### src/rtl/maxnet_ctrl.sv
// Start/done sequencing controller for the four-unit cellular MaxNet datapath.
// Optional iteration limit enabled by defining MAXNET_CTRL_TIMEOUT_EN.
module maxnet_ctrl #(
    parameter int WIDTH    = 5,
    parameter int MAX_ITER = 31
) (
    input  logic             clk,
    input  logic             rst,
    input  logic             start,
    input  logic [WIDTH-1:0] pu_out1,
    input  logic [WIDTH-1:0] pu_out2,
    input  logic [WIDTH-1:0] pu_out3,
    input  logic [WIDTH-1:0] pu_out4,
    output logic             ld_x,
    output logic             en_pu,
    output logic             busy,
    output logic             done,
    output logic [1:0]       winner,
    output logic             win_valid,
    output logic             timeout,
    output logic [4:0]       iter_cnt
);

`ifdef MAXNET_CTRL_TIMEOUT_EN
    localparam bit TIMEOUT_EN = 1'b1;
`else
    localparam bit TIMEOUT_EN = 1'b0;
`endif

    typedef enum logic [2:0] {
        S_IDLE,
        S_LOAD,
        S_CHECK,
        S_STEP,
        S_DONE
    } state_t;

    state_t state_q, state_d;

    logic       ld_x_q, ld_x_d;
    logic       en_pu_q, en_pu_d;
    logic       busy_q, busy_d;
    logic       done_q, done_d;
    logic [1:0] winner_q, winner_d;
    logic       win_valid_q, win_valid_d;
    logic       timeout_q, timeout_d;
    logic [4:0] iter_cnt_q, iter_cnt_d;

    logic [WIDTH-1:0] pu [4];
    logic [3:0]       alive;
    logic [2:0]       alive_cnt;
    logic [1:0]       alive_idx;
    logic             limit_hit;

    function automatic logic is_alive(input logic [WIDTH-1:0] v);
        return !v[WIDTH-1] && (v != '0);
    endfunction

    always_comb begin
        pu[0] = pu_out1;
        pu[1] = pu_out2;
        pu[2] = pu_out3;
        pu[3] = pu_out4;
        alive     = '0;
        alive_cnt = '0;
        alive_idx = '0;
        for (int unsigned i = 0; i < 4; i++) begin
            alive[i]  = is_alive(pu[i]);
            alive_cnt = alive_cnt + 3'(alive[i]);
            if (alive[i]) alive_idx = 2'(i);
        end
        // Constant-folds away when the limit is disabled.
        limit_hit = TIMEOUT_EN && (iter_cnt_q == 5'(MAX_ITER));
    end

    always_comb begin
        state_d     = state_q;
        winner_d    = winner_q;
        win_valid_d = win_valid_q;
        timeout_d   = timeout_q;
        iter_cnt_d  = iter_cnt_q;
        case (state_q)
            S_IDLE: begin
                if (start) begin
                    state_d     = S_LOAD;
                    winner_d    = '0;
                    win_valid_d = 1'b0;
                    timeout_d   = 1'b0;
                    iter_cnt_d  = '0;
                end
            end
            S_LOAD:  state_d = S_CHECK;
            S_CHECK: begin
                if (alive_cnt == 3'd1) begin
                    winner_d    = alive_idx;
                    win_valid_d = 1'b1;
                    state_d     = S_DONE;
                end else if (alive_cnt == 3'd0) begin
                    winner_d    = '0;
                    win_valid_d = 1'b0;
                    state_d     = S_DONE;
                end else if (limit_hit) begin
                    timeout_d   = 1'b1;
                    win_valid_d = 1'b0;
                    state_d     = S_DONE;
                end else begin
                    state_d = S_STEP;
                    if (iter_cnt_q != '1) iter_cnt_d = iter_cnt_q + 5'd1;
                end
            end
            S_STEP:  state_d = S_CHECK;
            S_DONE:  state_d = S_IDLE;
            default: state_d = S_IDLE;
        endcase
        // Strobes are decoded from the next state so they line up with the registered state.
        ld_x_d  = (state_d == S_LOAD);
        en_pu_d = (state_d == S_STEP);
        busy_d  = (state_d == S_LOAD) || (state_d == S_CHECK) || (state_d == S_STEP);
        done_d  = (state_d == S_DONE);
    end

    always_ff @(posedge clk) begin
        if (rst) begin
            state_q     <= S_IDLE;
            ld_x_q      <= 1'b0;
            en_pu_q     <= 1'b0;
            busy_q      <= 1'b0;
            done_q      <= 1'b0;
            winner_q    <= '0;
            win_valid_q <= 1'b0;
            timeout_q   <= 1'b0;
            iter_cnt_q  <= '0;
        end else begin
            state_q     <= state_d;
            ld_x_q      <= ld_x_d;
            en_pu_q     <= en_pu_d;
            busy_q      <= busy_d;
            done_q      <= done_d;
            winner_q    <= winner_d;
            win_valid_q <= win_valid_d;
            timeout_q   <= timeout_d;
            iter_cnt_q  <= iter_cnt_d;
        end
    end

    assign ld_x      = ld_x_q;
    assign en_pu     = en_pu_q;
    assign busy      = busy_q;
    assign done      = done_q;
    assign winner    = winner_q;
    assign win_valid = win_valid_q;
    assign timeout   = timeout_q;
    assign iter_cnt  = iter_cnt_q;

endmodule

### config.mk
export PLATFORM = sky130hd
export DESIGN_NAME = maxnet_ctrl
export DESIGN_NICKNAME = d
export VERILOG_FILES = /design/src/rtl/maxnet_ctrl.sv
export SDC_FILE = /design/constraint.sdc
export NUM_CORES = 1
export LEC_CHECK = 0
export ABC_AREA = 1
export BUFFER_PORTS_ARGS = -buffer_cell sky130_fd_sc_hd__buf_2
export CAP_MARGIN = 15
export CELL_PAD_IN_SITES_DETAIL_PLACEMENT = 2
export CELL_PAD_IN_SITES_GLOBAL_PLACEMENT = 2
export CORE_MARGIN = 8
export CORE_UTILIZATION = 21
export CTS_CLUSTER_SIZE = 10
export DETAILED_ROUTE_END_ITERATION = 10
export GPL_TIMING_DRIVEN = 0
export PLACE_DENSITY_LB_ADDON = 0.1
export SYNTH_ARGS = -nofsm -noshare
export SYNTH_HDL_FRONTEND = slang
export SYNTH_SLANG_ARGS = --single-unit
### constraint.sdc
create_clock -name clk -period 2.4 [get_ports clk]
set_clock_uncertainty 0.2 [all_clocks]
set_input_delay 0 -clock clk [delete_from_list [all_inputs] [get_ports clk]]
set_output_delay 0 -clock clk [all_outputs]
set_load 0.1 [all_outputs]
==> run metrics <==
outcome completed; proportion of power drawn by flip-flops and latches 0.380; most frequently used flop master after synthesis dfxtp_1; Period Utilization, post-route 0.9307; area share of the largest cell type after synthesis 0.3535; startpoint of the worst register-to-register path iter_cnt[0]; combinational group share of total power 0.337; final critical-path required period 2.234 ns; Detailed Route Iter0 Violations 2; Routability Congestion 0.6904; post-detailed-route DRC marker count 0; Post-DP Area 1082 um^2; number of antenna repair diodes 0; Netlist cell types 23; Detail Placement HPWL 2.247 mm; combined global-route utilization of all metal layers 0.08531; type of the tightest min-delay check in -> reg; launch instance of the worst min-delay path pu_out3[4]; Max Fclk 447.7 MHz; drt first pass iters 2; Worst R2R Setup Slack 0.63 ns; gr ovfl total 0; biggest area consumer among synthesized cells dfxtp_1; Die Footprint 6337 um^2; portion of the post-synthesis area used by sequential elements 0.3535; P_int 446.8 uW; number of placement rows 23; chain of cells forming the critical path buf_2, o41ai_4, fa_1, inv_1, ha_1, inv_1, ha_1, nor2_1, nand2_1, nand2_2, nand2_4, nand2_4, inv_2, nor2_1, nor2_1; wire length of the first global-routing pass 4.291 mm; fin. max-slew vios 0; dominant cells by area after synthesis dfxtp_1 (35%), nor2_1 (10%), nand2_1 (9.7%); wirelength, routed 2.603 mm; CTS clk-pin slew, worst paths 0.06 ns; count of mapped cells out of synthesis 122; Top-Level Pins 36; fraction of power spent switching nets 0.3822; initial standard-cell utilization of the core 0.2155; number of nets in the layout 193; data arrival time of the critical path 2.18 ns; Worst EP required 2.34 ns; quantity of I/O buffers inserted on ports 34; Peak supply drop 0.2291 mV; most frequent cell on the critical path nor2_1; Worst Setup Start Kind primary input; buffer levels on the longest clock path 2; Antenna Nets Post-Route 0; Critical Path Max Stage Delay 0.45 ns; net count after synthesis 151; number of flip-flops and latches in the synthesized netlist 15; NetSw 276.4 uW; Finished Layout Cells 213; cell with the most instances after synthesis nor2_1; number of vias per cell after detailed routing 4.150; CTS tree done; clock tree root driver cell clkbuf_8; growth of design area from synthesis to finish 38.44%; Worst setup startpoint pu_out1[3]; list of most frequent post-synthesis cells nor2_1 (23), nand2_1 (22), inv_1 (21), dfxtp_1 (15), a21oi_1 (8); synthesized cell area 849.6 um^2; maximum number of pins on one net before global-route repair 11; areal power density over the cells 615.0 nW/um^2; Critical Path Sink Type flop; ratio of cells with drive above 1 in the final layout 0.3129; clk sinks 15; insertion delay to the later sink of the worst-skew pair 0.25 ns; mean instance size in the synthesized netlist 6.964 um^2; total of warnings raised by yosys 0; final-layout fill cell count 490; die outline height 79.61 um; vias in the first global route 1009; worst hold margin 0.001866 ns; via count of the routed design 884; Max Fanout on Critical Path 6; unrepaired setup endpoints after global routing false; floorplan die width 79.61 um; antenna violations before repair 0; Clk network pwr share 0.283; number of cells in the design after placement 206; clock buffers created by TritonCTS 3; EDFF count, synth 0; hold violation count in the final report 0; Max Cap Viol 0; total number of H-tree levels 1; Worst path slowest cell fa_1; utilization of the core after routing 0.2983; static leakage 0.0006010 uW; core outline area 3943 um^2; detailed-route wire length per cell 12.22 um; summed area of non-filler cells in the final layout 1176 um^2; Critical Setup Path Class in -> reg; share of synthesized registers carrying an async set or reset 0; final setup violation count 0
[layer usage]
metal / part of all wire / GRT usage
met5: 0 / 0
met4: 0.0065 / 0.02778
met3: 0.057 / 0.03491
met2: 0.55 / 0.1630
met1: 0.38 / 0.07924
[per-stage QoR]
step,TNS (ns),worst slack [ns],power (uW)
floorplan,0,0.02410,462.6
global placement,-1.347,-0.2453,514.0
detailed placement,-1.552,-0.2790,521.4
CTS,0,0.09554,740.0
global route,0,0.01270,772.1
finish,0,0.1663,723.3
[worst max-delay path: cells and delay by family]
kind                     cells  cell delay, ns
AO/OA/AOI/OAI                1            0.37
buffers and inverters        4            0.27
adder cells (fa/ha/maj)      3            0.90
AND/OR/NAND/NOR              7            0.64
[registers in the layout (all words and copies together) (netlist names)]
register,flops
done,1
winner,2
state_q,3
en_pu,1
iter_cnt,5
win_valid,1
ld_x,1
busy,1
[placed cells by master (no fill, tap or decap), types with 2 or more instances in the layout]
cell type,instances
nand2_2,3
o21ai_1,4
nor2_2,2
inv_2,2
ha_1,5
inv_1,21
clkbuf_1,2
nor2_4,2
nand2_1,22
a21oi_1,8
clkbuf_8,3
nand3_1,3
dfxtp_1,15
dlygate4sd3_1,3
nor2_1,23
buf_2,34
nand2_4,2
[final timing paths]
check	to	depth (start not counted)
min reg2reg	win_valid	2
max	iter_cnt[1]	15
min	winner[1]	6
max reg2reg	iter_cnt[1]	11
[cells by family (layout without fill, tap and decap cells)]
group           after synthesis  in the layout  synth area share
fa+ha+maj                     6              6           0.09720
compound gates               14             14           0.08985
flops                        15             15            0.3535
other cells                   1              1          0.004414
simple gates                 61             61            0.3402
buf+inv                      25             66            0.1149
[what timing repair did]
item / 4_1_cts / 5_1_grt
endpoints found under the hold margin: 8 / 0
gates resized for setup: 1 / 1
pin swaps: 0 / 0
hold buffers: 3 / 0
endpoints found under the setup margin: 3 / 3
setup buffers: 0 / 0
[cell type report]
type,instances,area (um^2),share of cell area
inverters,23,86.33,0.07340
flip-flops and latches,15,300.3,0.2553
plain buffers,2,11.26,0.009574
multi-input cells,82,470.5,0.4000
repair buffers,37,200.2,0.1702
well taps,50,62.56,0.05319
clock buffers,4,45.04,0.03830
[power groups by stage]
stage,clock network (uW),registers (uW),logic (uW)
6_report,205,275,244
5_1_grt,227,277,268
4_1_cts,217,276,247
3_5_place_dp,0,281,240
3_3_place_gp,0,280,234
2_1_floorplan,0,359,104
Power figures use the tool's default switching activity.
